--- config.mk ---
export PLATFORM = sky130hd
export DESIGN_NAME = mc_control_unit
export DESIGN_NICKNAME = d
export VERILOG_FILES = /design/src/rtl/mc_control_unit.sv
export SDC_FILE = /design/constraint.sdc
export NUM_CORES = 1
export LEC_CHECK = 0
export CAP_MARGIN = 30
export CORE_MARGIN = 2
export CORE_UTILIZATION = 49
export CTS_CLUSTER_DIAMETER = 40
export DETAILED_ROUTE_END_ITERATION = 7
export PLACE_DENSITY = 0.82
export SLEW_MARGIN = 20
export SYNTH_ARGS = -nofsm -noshare
export SYNTH_HDL_FRONTEND = slang
export SYNTH_SLANG_ARGS = --single-unit
--- constraint.sdc ---
create_clock -name clk -period 2.5 [get_ports clk]
set_clock_uncertainty 0.1 [all_clocks]
set_input_delay 0.5 -clock clk [delete_from_list [all_inputs] [get_ports clk]]
set_output_delay 0.5 -clock clk [all_outputs]
set_load 0.01 [all_outputs]
--- src/rtl/mc_control_unit.sv ---
// Multi-cycle MIPS control FSM: sequences FETCH/DECODE/EXEC/MEM/WB and decodes
// datapath controls from the state register, with a mem_ready handshake and timeout.
module mc_control_unit #(
    parameter int OPCODE_W    = 6,
    parameter int ALU_OP_W    = 2,
    parameter int TIMEOUT_CYC = 16,
    parameter int CNT_W       = 32
) (
    input  logic                clk,
    input  logic                arst,
    input  logic [OPCODE_W-1:0] opcode,
    input  logic                mem_ready,
    output logic                pc_write,
    output logic                pc_write_cond,
    output logic [1:0]          pc_source,
    output logic                i_or_d,
    output logic                mem_read,
    output logic                mem_write,
    output logic                ir_write,
    output logic                reg_dst,
    output logic                mem_2_reg,
    output logic                reg_write,
    output logic                alu_src_a,
    output logic [1:0]          alu_src_b,
    output logic [ALU_OP_W-1:0] alu_op,
    output logic                instr_done,
    output logic                illegal_op,
    output logic                mem_err,
    output logic [CNT_W-1:0]    instr_count
);

    localparam int WAIT_W = (TIMEOUT_CYC < 1) ? 1 : $clog2(TIMEOUT_CYC + 1);

    localparam logic [OPCODE_W-1:0] OP_R    = OPCODE_W'('h00);
    localparam logic [OPCODE_W-1:0] OP_J    = OPCODE_W'('h02);
    localparam logic [OPCODE_W-1:0] OP_BEQ  = OPCODE_W'('h04);
    localparam logic [OPCODE_W-1:0] OP_ADDI = OPCODE_W'('h08);
    localparam logic [OPCODE_W-1:0] OP_LW   = OPCODE_W'('h23);
    localparam logic [OPCODE_W-1:0] OP_SW   = OPCODE_W'('h2B);

    typedef enum logic [3:0] {
        S_RESET, S_FETCH, S_DECODE, S_MEM_ADDR, S_MEM_READ, S_MEM_WB, S_MEM_WRITE,
        S_EXECUTE, S_R_WB, S_ADDI_EX, S_ADDI_WB, S_BRANCH, S_JUMP
    } state_t;

    state_t              state;
    logic [WAIT_W-1:0]   wait_cnt;
    logic                drain;
    logic                mem_state;
    logic                timeout;
    logic                legal_op;
    logic                retire;

    // drain marks the strobe-free FETCH cycle that follows an abandoned access
    assign mem_state = (state == S_FETCH && !drain) || state == S_MEM_READ || state == S_MEM_WRITE;
    assign timeout   = (TIMEOUT_CYC != 0) && mem_state && !mem_ready &&
                       (wait_cnt == WAIT_W'(TIMEOUT_CYC));
    assign legal_op  = (opcode == OP_R) || (opcode == OP_J) || (opcode == OP_BEQ) ||
                       (opcode == OP_ADDI) || (opcode == OP_LW) || (opcode == OP_SW);
    assign retire    = instr_done && (state != S_DECODE);

    always_ff @(posedge clk or posedge arst) begin
        if (arst) begin
            state       <= S_RESET;
            wait_cnt    <= '0;
            drain       <= 1'b0;
            instr_count <= '0;
        end else begin
            drain <= 1'b0;
            if (mem_state && !mem_ready && !timeout)
                wait_cnt <= wait_cnt + WAIT_W'(1);
            else
                wait_cnt <= '0;
            if (retire)
                instr_count <= instr_count + CNT_W'(1);

            if (timeout) begin
                state <= S_FETCH;
                drain <= 1'b1;
            end else begin
                case (state)
                    S_RESET:     state <= S_FETCH;
                    S_FETCH:     if (!drain && mem_ready) state <= S_DECODE;
                    S_DECODE: begin
                        case (opcode)
                            OP_R:         state <= S_EXECUTE;
                            OP_ADDI:      state <= S_ADDI_EX;
                            OP_BEQ:       state <= S_BRANCH;
                            OP_J:         state <= S_JUMP;
                            OP_LW, OP_SW: state <= S_MEM_ADDR;
                            default:      state <= S_FETCH;
                        endcase
                    end
                    S_MEM_ADDR:  state <= (opcode == OP_LW) ? S_MEM_READ : S_MEM_WRITE;
                    S_MEM_READ:  if (mem_ready) state <= S_MEM_WB;
                    S_MEM_WRITE: if (mem_ready) state <= S_FETCH;
                    S_EXECUTE:   state <= S_R_WB;
                    S_ADDI_EX:   state <= S_ADDI_WB;
                    default:     state <= S_FETCH;
                endcase
            end
        end
    end

    // Moore decode; FETCH completion and MEM_WRITE retirement follow mem_ready
    always_comb begin
        pc_write      = 1'b0;
        pc_write_cond = 1'b0;
        pc_source     = 2'b00;
        i_or_d        = 1'b0;
        mem_read      = 1'b0;
        mem_write     = 1'b0;
        ir_write      = 1'b0;
        reg_dst       = 1'b0;
        mem_2_reg     = 1'b0;
        reg_write     = 1'b0;
        alu_src_a     = 1'b0;
        alu_src_b     = 2'b00;
        alu_op        = '0;
        instr_done    = 1'b0;
        illegal_op    = 1'b0;
        mem_err       = timeout;
        case (state)
            S_FETCH: begin
                if (!drain) begin
                    mem_read  = 1'b1;
                    alu_src_b = 2'b01;
                    pc_write  = mem_ready;
                    ir_write  = mem_ready;
                end
            end
            S_DECODE: begin
                alu_src_b = 2'b11;
                if (!legal_op) begin
                    illegal_op = 1'b1;
                    instr_done = 1'b1;
                end
            end
            S_MEM_ADDR: begin
                alu_src_a = 1'b1;
                alu_src_b = 2'b10;
            end
            S_MEM_READ: begin
                mem_read = 1'b1;
                i_or_d   = 1'b1;
            end
            S_MEM_WB: begin
                reg_write  = 1'b1;
                mem_2_reg  = 1'b1;
                instr_done = 1'b1;
            end
            S_MEM_WRITE: begin
                mem_write  = 1'b1;
                i_or_d     = 1'b1;
                instr_done = mem_ready;
            end
            S_EXECUTE: begin
                alu_src_a = 1'b1;
                alu_op    = ALU_OP_W'(2);
            end
            S_R_WB: begin
                reg_write  = 1'b1;
                reg_dst    = 1'b1;
                instr_done = 1'b1;
            end
            S_ADDI_EX: begin
                alu_src_a = 1'b1;
                alu_src_b = 2'b10;
            end
            S_ADDI_WB: begin
                reg_write  = 1'b1;
                instr_done = 1'b1;
            end
            S_BRANCH: begin
                alu_src_a     = 1'b1;
                alu_op        = ALU_OP_W'(1);
                pc_write_cond = 1'b1;
                pc_source     = 2'b01;
                instr_done    = 1'b1;
            end
            S_JUMP: begin
                pc_write   = 1'b1;
                pc_source  = 2'b10;
                instr_done = 1'b1;
            end
            default: ;
        endcase
    end

endmodule

**Yosys cells after proc, flatten, opt, wreduce, memory -nomap -nowiden**

Index checks and enable logic that the tools add are counted.

- $add $sub $neg: 2
- Eq/ne operators: 22
- Mux-type cells: 28
- Reduce and logical (&&, ||, !) cells: 24

Operators by type and width:

| operator | number |
|---|---|
| $add A32 B1 Y32 const B | 1 |
| $pmux W4 S7 | 1 |
| $eq A4 B4 Y1 const B | 5 |
| $pmux W4 S5 | 1 |
| $eq A4 B3 Y1 const B | 4 |
| $mux W4 | 4 |
| $mux W1 | 14 |
| $eq A6 B6 Y1 const B | 2 |
| $eq A4 B2 Y1 const B | 2 |
| $pmux W2 S2 | 2 |
| $logic_or A1 B1 Y1 | 7 |
| $eq A6 B2 Y1 const B | 1 |
| $eq A6 B3 Y1 const B | 1 |
| $eq A6 B4 Y1 const B | 1 |
| $logic_and A1 B1 Y1 | 6 |
| $logic_not A6 Y1 | 1 |
| $ne A3 B3 Y1 const B | 2 |
| $pmux W2 S3 | 1 |
| $reduce_or A2 Y1 | 3 |
| $add A5 B1 Y5 const B | 1 |
| $eq A5 B5 Y1 const B | 1 |
| $mux W5 | 1 |
| $reduce_or A5 Y1 | 1 |
| $eq A4 B1 Y1 const B | 1 |
| 9 further kinds | 12 |

- Bits in registers: 42
- Output and inout port bits: 51
- Logic and storage cells: 80

**Depth between registers and ports, before layout**

Gate-level depths: netlist of the first run.

- Word-level depth: 9
- Mapped depth: 7

**Worst setup path before layout of the first run**

Ideal clock, no wire load.

- Path kind: reg-to-output
- Start point: reg state[3]
- End point: out alu_op[0]
- Data arrival time: 1.449 ns
- Data required time: 1.900 ns
- Slack: 0.451 ns
- Cell stages (with the launch flop): 6
- Path through: dfrtp_1 > buf_2 > clkbuf_1 > nand2_1 > nor3_1 > buf_4

- Cells in the longest elaborated chain, start to end: 2
- Elaborated cells between the ends (all ways): 3
- Those cells by class: eq/ne (2); mux (1)

RTL lines:

| what | line | text |
|---|---|---|
| from (decl) | 46 | `state_t state;` |
| from (signal assigned) | 94 | `S_MEM_ADDR: state <= (opcode == OP_LW) ? S_MEM_READ : S_MEM_WRITE;` |
| $eq A4 B4 Y1 or $eq A4 B3 Y1 (tied branches) | 123 | `case (state)` |
| $pmux W2 S2 * | 123 |  |
| to (decl) | 25 | `output logic [ALU_OP_W-1:0] alu_op,` |

Mark *: on every way between the ends. The rest lies on a longest branch, timed or not.

**Worst setup path in the final report of the first run**

- Start point: reg state[1]
- End point: out alu_src_b[1]

- Cells in the longest elaborated chain, start to end: 3
- Elaborated cells between the ends (all ways): 6
- Those cells by class: eq/ne (4); mux (1); reduce/logical (1)

RTL lines:

| what | line | text |
|---|---|---|
| $eq A4 B4 Y1 or $eq A4 B2 Y1 (tied branches) | 123 |  |
| $reduce_or A2 Y1 (no source line) | -- |  |
| $pmux W2 S3 * | 123 |  |
| to (decl) | 24 | `output logic [1:0] alu_src_b,` |

Marks and branches as above.

==> results_dict.tcl, run 1 <==
set metrics [dict create \
    status "finished, final reports clean" \
    portBuffers 59 \
    ys_top_cells_by_area "dfrtp_1 (44%), xnor2_1 (11%), nand3_2 (3.3%)" \
    drtPass1Iterations 4 \
    cellPowerDensity_nw_per_um2 701 \
    insertion_delay_ns 0.29 \
    required_ns 1.90 \
    setup_violations 0 \
    end_kind "output port" \
    synth_top_area_frac 0.437 \
    hpwl_mm 3.81 \
    ctsHoldBuffers 0 \
    multi_input_area_um2 1260 \
    synth_xor_area_frac 0.131 \
    clk_pin_slew_worst_paths_ns 0.08 \
    drive_above_1_share 0.228 \
    cts_buffers 5 \
    areaGrowthSynthToFinish_pct 40.7 \
    synthSimpleGateAreaFrac 0.268 \
    cts_root_buffer "clkbuf_8" \
    ys_ff_latch 42 \
    grt_first_pass_wirelength_mm 8.63 \
    viasPerCell 5.29 \
    startpoint_type "flop" \
    fin_crit_sh 0.979 \
    die_y_um 74.0 \
    synth_top_area_cell "dfrtp_1" \
    nets 336 \
    overflow 0 \
    leakage_nw 1.49 \
    path_cells "buf_4, and2b_1, nand2_1, a21oi_1, clkdlybuf4s50_1" \
    yosysWarnings 0 \
    place_ws_ns -0.239 \
    cp_top_family "buffers and inverters" \
    crit_arrival_ns 1.85 \
    min_path_type "flop to flop" \
    ios 60 \
    drtAntennaViolNets 0 \
    synth_fa_ha_area_frac 0.0156 \
    coreArea_um2 4720 \
    hold_violations 0 \
    ys_async_sr_fraction 1.00 \
    wirelength_mm 5.41 \
    avgSynthCellArea_um2 10.1 \
    synth-edff-count 0 \
    antenna_found_initial 0 \
    slew_violations 0 \
    worstMarginPinSlew_ns 0.519 \
    globalRouteTotalUtil 0.201 \
    fmax_mhz 409 \
    wl_per_cell_um 13.8 \
    crit_slowest_cell "clkdlybuf4s50_1" \
    synth_top_family_by_area "simple AND/OR/NAND/NOR gates" \
    crit_buf_inv 2 \
    timing.hold.ws_ns 0.384 \
    slew_headroom 0.654 \
    synth-seq-area-share 0.437 \
    synthMuxAreaShare 0.00469 \
    clk_path_buf_depth 2 \
    crit_fanout 4 \
    vias 2073 \
    fill_cells 340 \
    synthDistinctLibCells 49 \
    drt_iter0_drc 103 \
    die_area_um2 5480 \
    die_w_um 74.0 \
    rows 25 \
    syn_inst 238 \
    ir_worst_vdd_mv 0.429 \
    diodes 0 \
    cts-htree-levels 2 \
    syn_nets 250 \
    period_needed_ns 2.45 \
    drv_cap 0 \
    grt_max_degree 43 \
    synth_ff_type "dfrtp_1" \
    synth_compound_area_frac 0.0895 \
    clock-sinks 42 \
    synthesis.area_um2 2400 \
    fin_setup_tns_ns 0 \
    power_mw 2.37 \
    start_util 0.509 \
    crit_type "flop to output port" \
    tritoncts "yes" \
    setup_slack_ns 0.0536 \
    place.gp.congestion 0.858 \
    first_global_vias 1883 \
    drc_errors 0 \
    max_stage_delay_ns 0.55 \
    seq_area_um2 1050 \
]
-- cell usage after synthesis, drive strengths merged (2+ instances only) --
library cell  instances
clkbuf                3
or2                   2
inv                  10
xor2                  3
nand4                10
o21ai                 5
and2                  2
a32oi                 2
nand2                20
a21oi                10
and4                  2
o32ai                 2
dfrtp                42
o21bai                2
nand3                21
ha                    3
buf                   9
nand2b                5
xnor2                32
nor3                 10
nor2                 15
nor4                  5
a31oi                 2
and3                  9
-- cells by family after synthesis --
kind of cell / Yosys count
fa+ha+maj: 3
mux: 1
compound gates: 29
simple gates: 106
flops: 42
xor+xnor: 35
buf+inv: 22
-- metal layers --
metal	GRT usage	vias up	part of all wire
li1	-	1004	-
met1	0.270	1007	0.45
met2	0.337	57	0.48
met3	0.0312	5	0.055
met4	0.0566	0	0.011
met5	0	-	0
-- path summary, 6_finish.rpt --
path / start / to / slack (ns) / depth (start not counted)
max in group asynchronous: arst / state[3]$_DFFE_PP0P_ / 1.38 / 3
hold reg to reg: instr_count[31]$_DFFE_PP0P_ / instr_count[31]$_DFFE_PP0P_ / 0.38 / 1
setup reg to reg: state[3]$_DFFE_PP0P_ / instr_count[19]$_DFFE_PP0P_ / 0.43 / 8
min in group asynchronous: arst / drain$_DFF_PP0_ / 0.54 / 3
hold / removal: instr_count[31]$_DFFE_PP0P_ / instr_count[31]$_DFFE_PP0P_ / 0.38 / 1
setup / recovery: state[1]$_DFFE_PP0P_ / alu_src_b[1] / 0.05 / 5
-- power breakdown --
part / internal, mW / switching, mW
Sequential: 0.751 / 0.117
Combinational: 0.514 / 0.463
Clock: 0.298 / 0.227
-- layout by cell type (no fill, tap or decap), types with 2 or more instances in the layout --
| master | n |
|---|---|
| nand2b_1 | 4 |
| and4_1 | 2 |
| xor2_1 | 3 |
| ha_1 | 3 |
| a32oi_1 | 2 |
| xnor2_1 | 31 |
| or2_2 | 2 |
| nand3_2 | 9 |
| nor2_1 | 14 |
| nor3_1 | 5 |
| nand2_1 | 20 |
| dlymetal6s2s_1 | 3 |
| a21oi_1 | 9 |
| dfrtp_2 | 3 |
| clkdlybuf4s50_1 | 52 |
| and3_1 | 9 |
| dfrtp_1 | 39 |
| nor3_2 | 5 |
| nand4_1 | 8 |
| o21ai_0 | 4 |
| o32ai_1 | 2 |
| clkbuf_8 | 5 |
| buf_4 | 32 |
| o21bai_1 | 2 |
| dlygate4sd2_1 | 3 |
| nand3_1 | 12 |
| nor4_1 | 3 |
| inv_1 | 9 |
-- state kept, by name (all words and copies together) (netlist names) --
| register | flops |
|---|---|
| instr_count | 32 |
| wait_cnt | 5 |
| state | 4 |
| drain | 1 |
-- per-stage QoR --
step | instance area [um^2] | instances | utilization
2_1_floorplan | 2400 | 238 | -
3_3_place_gp | 3170 | 377 | 0.672
3_5_place_dp | 3170 | 377 | 0.672
4_1_cts | 3320 | 387 | 0.702
5_1_grt | 3380 | 392 | 0.716
6_report | 3380 | 392 | 0.716
-- cell type report --
class	count	share of cell area
well taps	67	0.0248
multi-input cells	174	0.373
clock buffers	6	0.0215
repair buffers	91	0.247
inverters	10	0.0111
flip-flops and latches	42	0.312
clock inverters	2	0.0111
-- timing repair --
action | 4_1_cts | 5_1_grt
setup endpoints to repair | 13 | 10
gates resized for setup | 12 | 9
pin swaps | 0 | 1
endpoints found under the hold margin | 0 | 0
buffers inserted | 2 | 5
Power figures use the tool's default switching activity.
==> inputs of run 2 (changes only) <==
- PLACE_DENSITY: 0.82 -> 0.91
==> run 2 against run 1 <==
Effect of this change: sequential share of layout area rose by 0.22 points; critical endpoint is now ir_write; first-iteration DRC count rose by 16%; maximum frequency rose by 0.42%; largest power group unchanged.
==> results_dict.tcl, run 2 (synthesis results as in run 1) <==
set metrics [dict create \
    overflow 0 \
    tritoncts "yes" \
    clock-sinks 42 \
    worstMarginPinSlew_ns 0.594 \
    reg2reg_depth 8 \
    min_path_type "flop to flop" \
    drive_above_1_share 0.231 \
    required_ns 1.90 \
    grt_max_degree 18 \
    die_w_um 74.0 \
    wirelength_mm 5.71 \
    drtPass1Iterations 4 \
    drv_cap 0 \
    ir_worst_vdd_mv 0.575 \
    timing.hold.ws_ns 0.372 \
    place_ws_ns -0.261 \
    fin_crit_sh 0.974 \
    r2r_start "state[2]$_DFFE_PP0P_" \
    drtAntennaViolNets 0 \
    hold_violations 0 \
    crit_fanout 7 \
    coreArea_um2 4720 \
    setup_slack_ns 0.0640 \
    holdCritStartpoint "instr_count[31]$_DFFE_PP0P_" \
    crit_type "flop to output port" \
    place.gp.congestion 0.892 \
    viasPerCell 5.40 \
    fin_cells 392 \
    leakage_nw 1.49 \
    wl_per_cell_um 14.6 \
    ios 60 \
    diodes 0 \
    end_kind "output port" \
    clk_pin_slew_worst_paths_ns 0.08 \
    cellPowerDensity_nw_per_um2 688 \
    startpoint_type "flop" \
    globalRouteTotalUtil 0.213 \
    hpwl_mm 4.09 \
    reg2reg_slack_ns 0.48 \
    final_common_cell "clkdlybuf4s50_1" \
    rr_endpoint "instr_count[19]$_DFFE_PP0P_" \
    cts_buffers 5 \
    placed_cells 377 \
    utilization 0.712 \
    die_y_um 74.0 \
    hold_end "instr_count[31]$_DFFE_PP0P_" \
    cts-htree-levels 2 \
    areaGrowthSynthToFinish_pct 39.9 \
    insertion_delay_ns 0.29 \
    grt_first_pass_wirelength_mm 9.14 \
    setup_violations 0 \
    status "finished, final reports clean" \
    stdcell_area_um2 3360 \
    portBuffers 59 \
    drt_iter0_drc 119 \
    slew_headroom 0.604 \
    vias 2117 \
    largest_reg_flops 32 \
    start_util 0.509 \
    nets 336 \
    slew_violations 0 \
    largestRegisters "instr_count x32, wait_cnt x5, state x4" \
    first_global_vias 1941 \
    crit_arrival_ns 1.84 \
    clk_path_buf_depth 2 \
    whs_path_depth 1 \
    period_needed_ns 2.44 \
    final_cell_mix "clkdlybuf4s50_1 (51), dfrtp_1 (38), xnor2_1 (31), buf_4 (31), nand2_1 (20)" \
    die_area_um2 5480 \
    drc_errors 0 \
    dpl-instance-area_um2 3170 \
    fin_setup_tns_ns 0 \
    cts_root_buffer "clkbuf_8" \
    antenna_found_initial 0 \
    power_mw 2.31 \
    rows 25 \
    fmax_mhz 411 \
    top_register "instr_count" \
]
==> run 2: changes by cell type in the layout (fill, tap and decap cells not counted), sizes merged <==
cell	previous run	this run
clkinv	0	1
dlymetal6s2s	3	4
clkdlybuf4s50	52	51
clkbuf	6	8
bufinv	1	0
buf	32	31
clkinvlp	1	0
==> run 2: where the power goes <==
part | switching (mW) | total (mW) | leakage (nW) | internal, mW
clock network | 0.226 | 0.449 | 0.0482 | 0.223
registers | 0.111 | 0.863 | 0.565 | 0.753
logic | 0.486 | 0.999 | 0.878 | 0.513
==> run 2: per-layer routing <==
metal	part of all wire	routed length, um	GRT usage
met5	0	0	0
met4	0.010	58	0.0586
met3	0.058	333	0.0366
met2	0.51	2910	0.368
met1	0.42	2410	0.277
==> run 2: timing repair <==
item                                    in CTS  in global routing
hold buffers                                 0                  0
gates resized for setup                     14                  9
setup buffers                                0                  7
endpoints found under the setup margin      10                 11
==> run 2: worst max-delay path: stages (launching register included) <==
cell and delay [ns]:
dfrtp_2 0.45, nand2b_1 0.21, nor2_1 0.16, and3_1 0.19, clkdlybuf4s50_1 0.53
==> run 2: worst max-delay path by stage <==
stage / slack, ns / to / cells after the start / from
CTS: 0.001 / instr_done / 7 / opcode[1]
global route: -0.007 / pc_source[1] / 4 / state[1]$_DFFE_PP0P_
finish: 0.06 / ir_write / 4 / state[1]$_DFFE_PP0P_
global placement: -0.19 / instr_done / 6 / opcode[3]
detailed placement: -0.26 / instr_done / 6 / opcode[3]
floorplan: 0.45 / alu_op[0] / 5 / state[3]$_DFFE_PP0P_
==> run 2: cell type report <==
class	count	area [um^2]
Fill cell	342	1360
Multi-Input combinational cell	174	1260
Sequential cell	42	1060
Timing Repair Buffer	91	835
Clock buffer	7	86.3
Tap cell	67	83.8
Inverter	10	37.5
Clock inverter	1	5.00
==> inputs of run 3 (changes only) <==
- CORE_ASPECT_RATIO: default -> 0.6
==> run 3 against run 2 <==
Effect of this change: first-iteration DRC count rose by 79%; register-to-register slack improved by 0.05 ns; die area rose by 0.34%; highest routed layer unchanged; sequential power rose by 2%; clock power rose by 48%; wire length rose by 28%; combinational power rose by 16%; clock-buffer cell count fell by 1; maximum frequency fell by 2.0%; core utilization rose by 4.6 points; flip-flop and latch count did not move; final area rose by 4.5%.
==> results_dict.tcl, run 3 (synthesis results as in run 1) <==
set metrics [dict create \
    drtAntennaViolNets 0 \
    required_ns 1.90 \
    die_y_um 58.3 \
    coreArea_um2 4640 \
    first_global_vias 2233 \
    die_w_um 94.4 \
    leakage_nw 1.60 \
    ir_worst_vdd_mv 0.619 \
    setup_violations 0 \
    tritoncts "yes" \
    timing.hold.ws_ns 0.380 \
    overflow 0 \
    min_path_type "flop to flop" \
    rsz0062_at_grt "yes" \
    viasPerCell 5.77 \
    areaGrowthSynthToFinish_pct 46.1 \
    slew_headroom 0.648 \
    largestRegisters "instr_count x32, wait_cnt x5, state x4" \
    cts_root_buffer "clkbuf_8" \
    ios 60 \
    clk_pin_slew_worst_paths_ns 0.08 \
    crit_fanout 9 \
    rows 19 \
    insertion_delay_ns 0.30 \
    worstMarginPinSlew_ns 0.528 \
    drv_cap 0 \
    final_cell_mix "clkdlybuf4s50_1 (45), dfrtp_1 (38), buf_4 (34), xnor2_1 (31), nand2_1 (20)" \
    vias 2278 \
    startpoint_type "flop" \
    drc_errors 0 \
    portBuffers 59 \
    drt_iter0_drc 213 \
    stdcell_area_um2 3510 \
    slew_violations 0 \
    hold_violations 0 \
    end_kind "output port" \
    grt_max_degree 43 \
    clk_path_buf_depth 2 \
    antenna_found_initial 1 \
    fmax_mhz 402 \
    status "finished, final reports clean" \
    largest_reg_flops 32 \
    hpwl_mm 4.56 \
    ctsHoldBuffers 0 \
    nets 342 \
    crit_arrival_ns 1.88 \
    wl_per_cell_um 18.5 \
    cts-htree-levels 2 \
    die_area_um2 5500 \
    dpl-instance-area_um2 3240 \
    final_common_cell "clkdlybuf4s50_1" \
    cellPowerDensity_nw_per_um2 769 \
    cts_buffers 5 \
    crit_type "flop to output port" \
    clock-sinks 42 \
    fin_crit_sh 0.994 \
    wirelength_mm 7.30 \
    globalRouteTotalUtil 0.265 \
    drtPass1Iterations 5 \
    drive_above_1_share 0.248 \
    start_util 0.518 \
    grt_first_pass_wirelength_mm 11.0 \
    top_register "instr_count" \
    place.gp.congestion 0.894 \
    period_needed_ns 2.48 \
]
==> run 3: power by group <==
part	switching (mW)	internal (mW)	total (mW)
combinational	0.593	0.569	1.16
clock	0.238	0.426	0.664
sequential	0.123	0.752	0.876
==> run 3: critical path, cell delays in order (launching register included) <==
cell and delay, ns:
dfrtp_2 0.49, buf_4 0.16, nor2_1 0.16, and3_1 0.22, clkdlybuf4s50_1 0.56
==> run 3: timing repair <==
item	CTS	global route
gates cloned	0	0
gates resized for setup	17	13
setup buffers	3	4
pin swaps	3	2
endpoints found under the setup margin	17	10
==> run 3: worst paths after layout <==
| path | start | to | slack [ns] | cells past startpoint |
|---|---|---|---|---|
| min reg2reg | instr_count[31]$_DFFE_PP0P_ | instr_count[31]$_DFFE_PP0P_ | 0.38 | 1 |
| min in group asynchronous | arst | instr_count[6]$_DFFE_PP0P_ | 0.53 | 3 |
| min | instr_count[31]$_DFFE_PP0P_ | instr_count[31]$_DFFE_PP0P_ | 0.38 | 1 |
| max reg2reg | state[1]$_DFFE_PP0P_ | instr_count[7]$_DFFE_PP0P_ | 0.53 | 7 |
| max in group asynchronous | arst | state[3]$_DFFE_PP0P_ | 1.38 | 3 |
| max | state[0]$_DFFE_PP0P_ | pc_source[1] | 0.02 | 4 |
==> run 3: metrics by stage <==
step / utilization / cells / total power, mW / setup TNS, ns / setup slack (ns)
2_1_floorplan: - / 238 / 1.37 / 0 / 0.451
3_3_place_gp: 0.698 / 379 / 1.83 / -0.518 / -0.243
3_5_place_dp: 0.698 / 379 / 1.88 / -0.751 / -0.361
4_1_cts: 0.741 / 390 / 2.59 / 0 / 0.00143
5_1_grt: 0.758 / 395 / 2.82 / -0.0797 / -0.0464
6_report: 0.758 / 395 / 2.70 / 0 / 0.0152
==> run 3: metal layers <==
| metal | part of all wire | vias to the layer above | track usage |
|---|---|---|---|
| li1 | - | 1020 | - |
| met1 | 0.41 | 1114 | 0.353 |
| met2 | 0.48 | 124 | 0.427 |
| met3 | 0.084 | 20 | 0.0624 |
| met4 | 0.023 | 0 | 0.101 |
| met5 | 0 | - | 0 |
==> run 3: cell type report <==
type	count	area (um^2)
Clock buffer	6	82.6
Sequential cell	42	1060
Timing Repair Buffer	97	926
Antenna cell	1	2.50
Inverter	10	37.5
Tap cell	63	78.8
Multi-Input combinational cell	174	1270
Clock inverter	2	60.1
Fill cell	273	1120
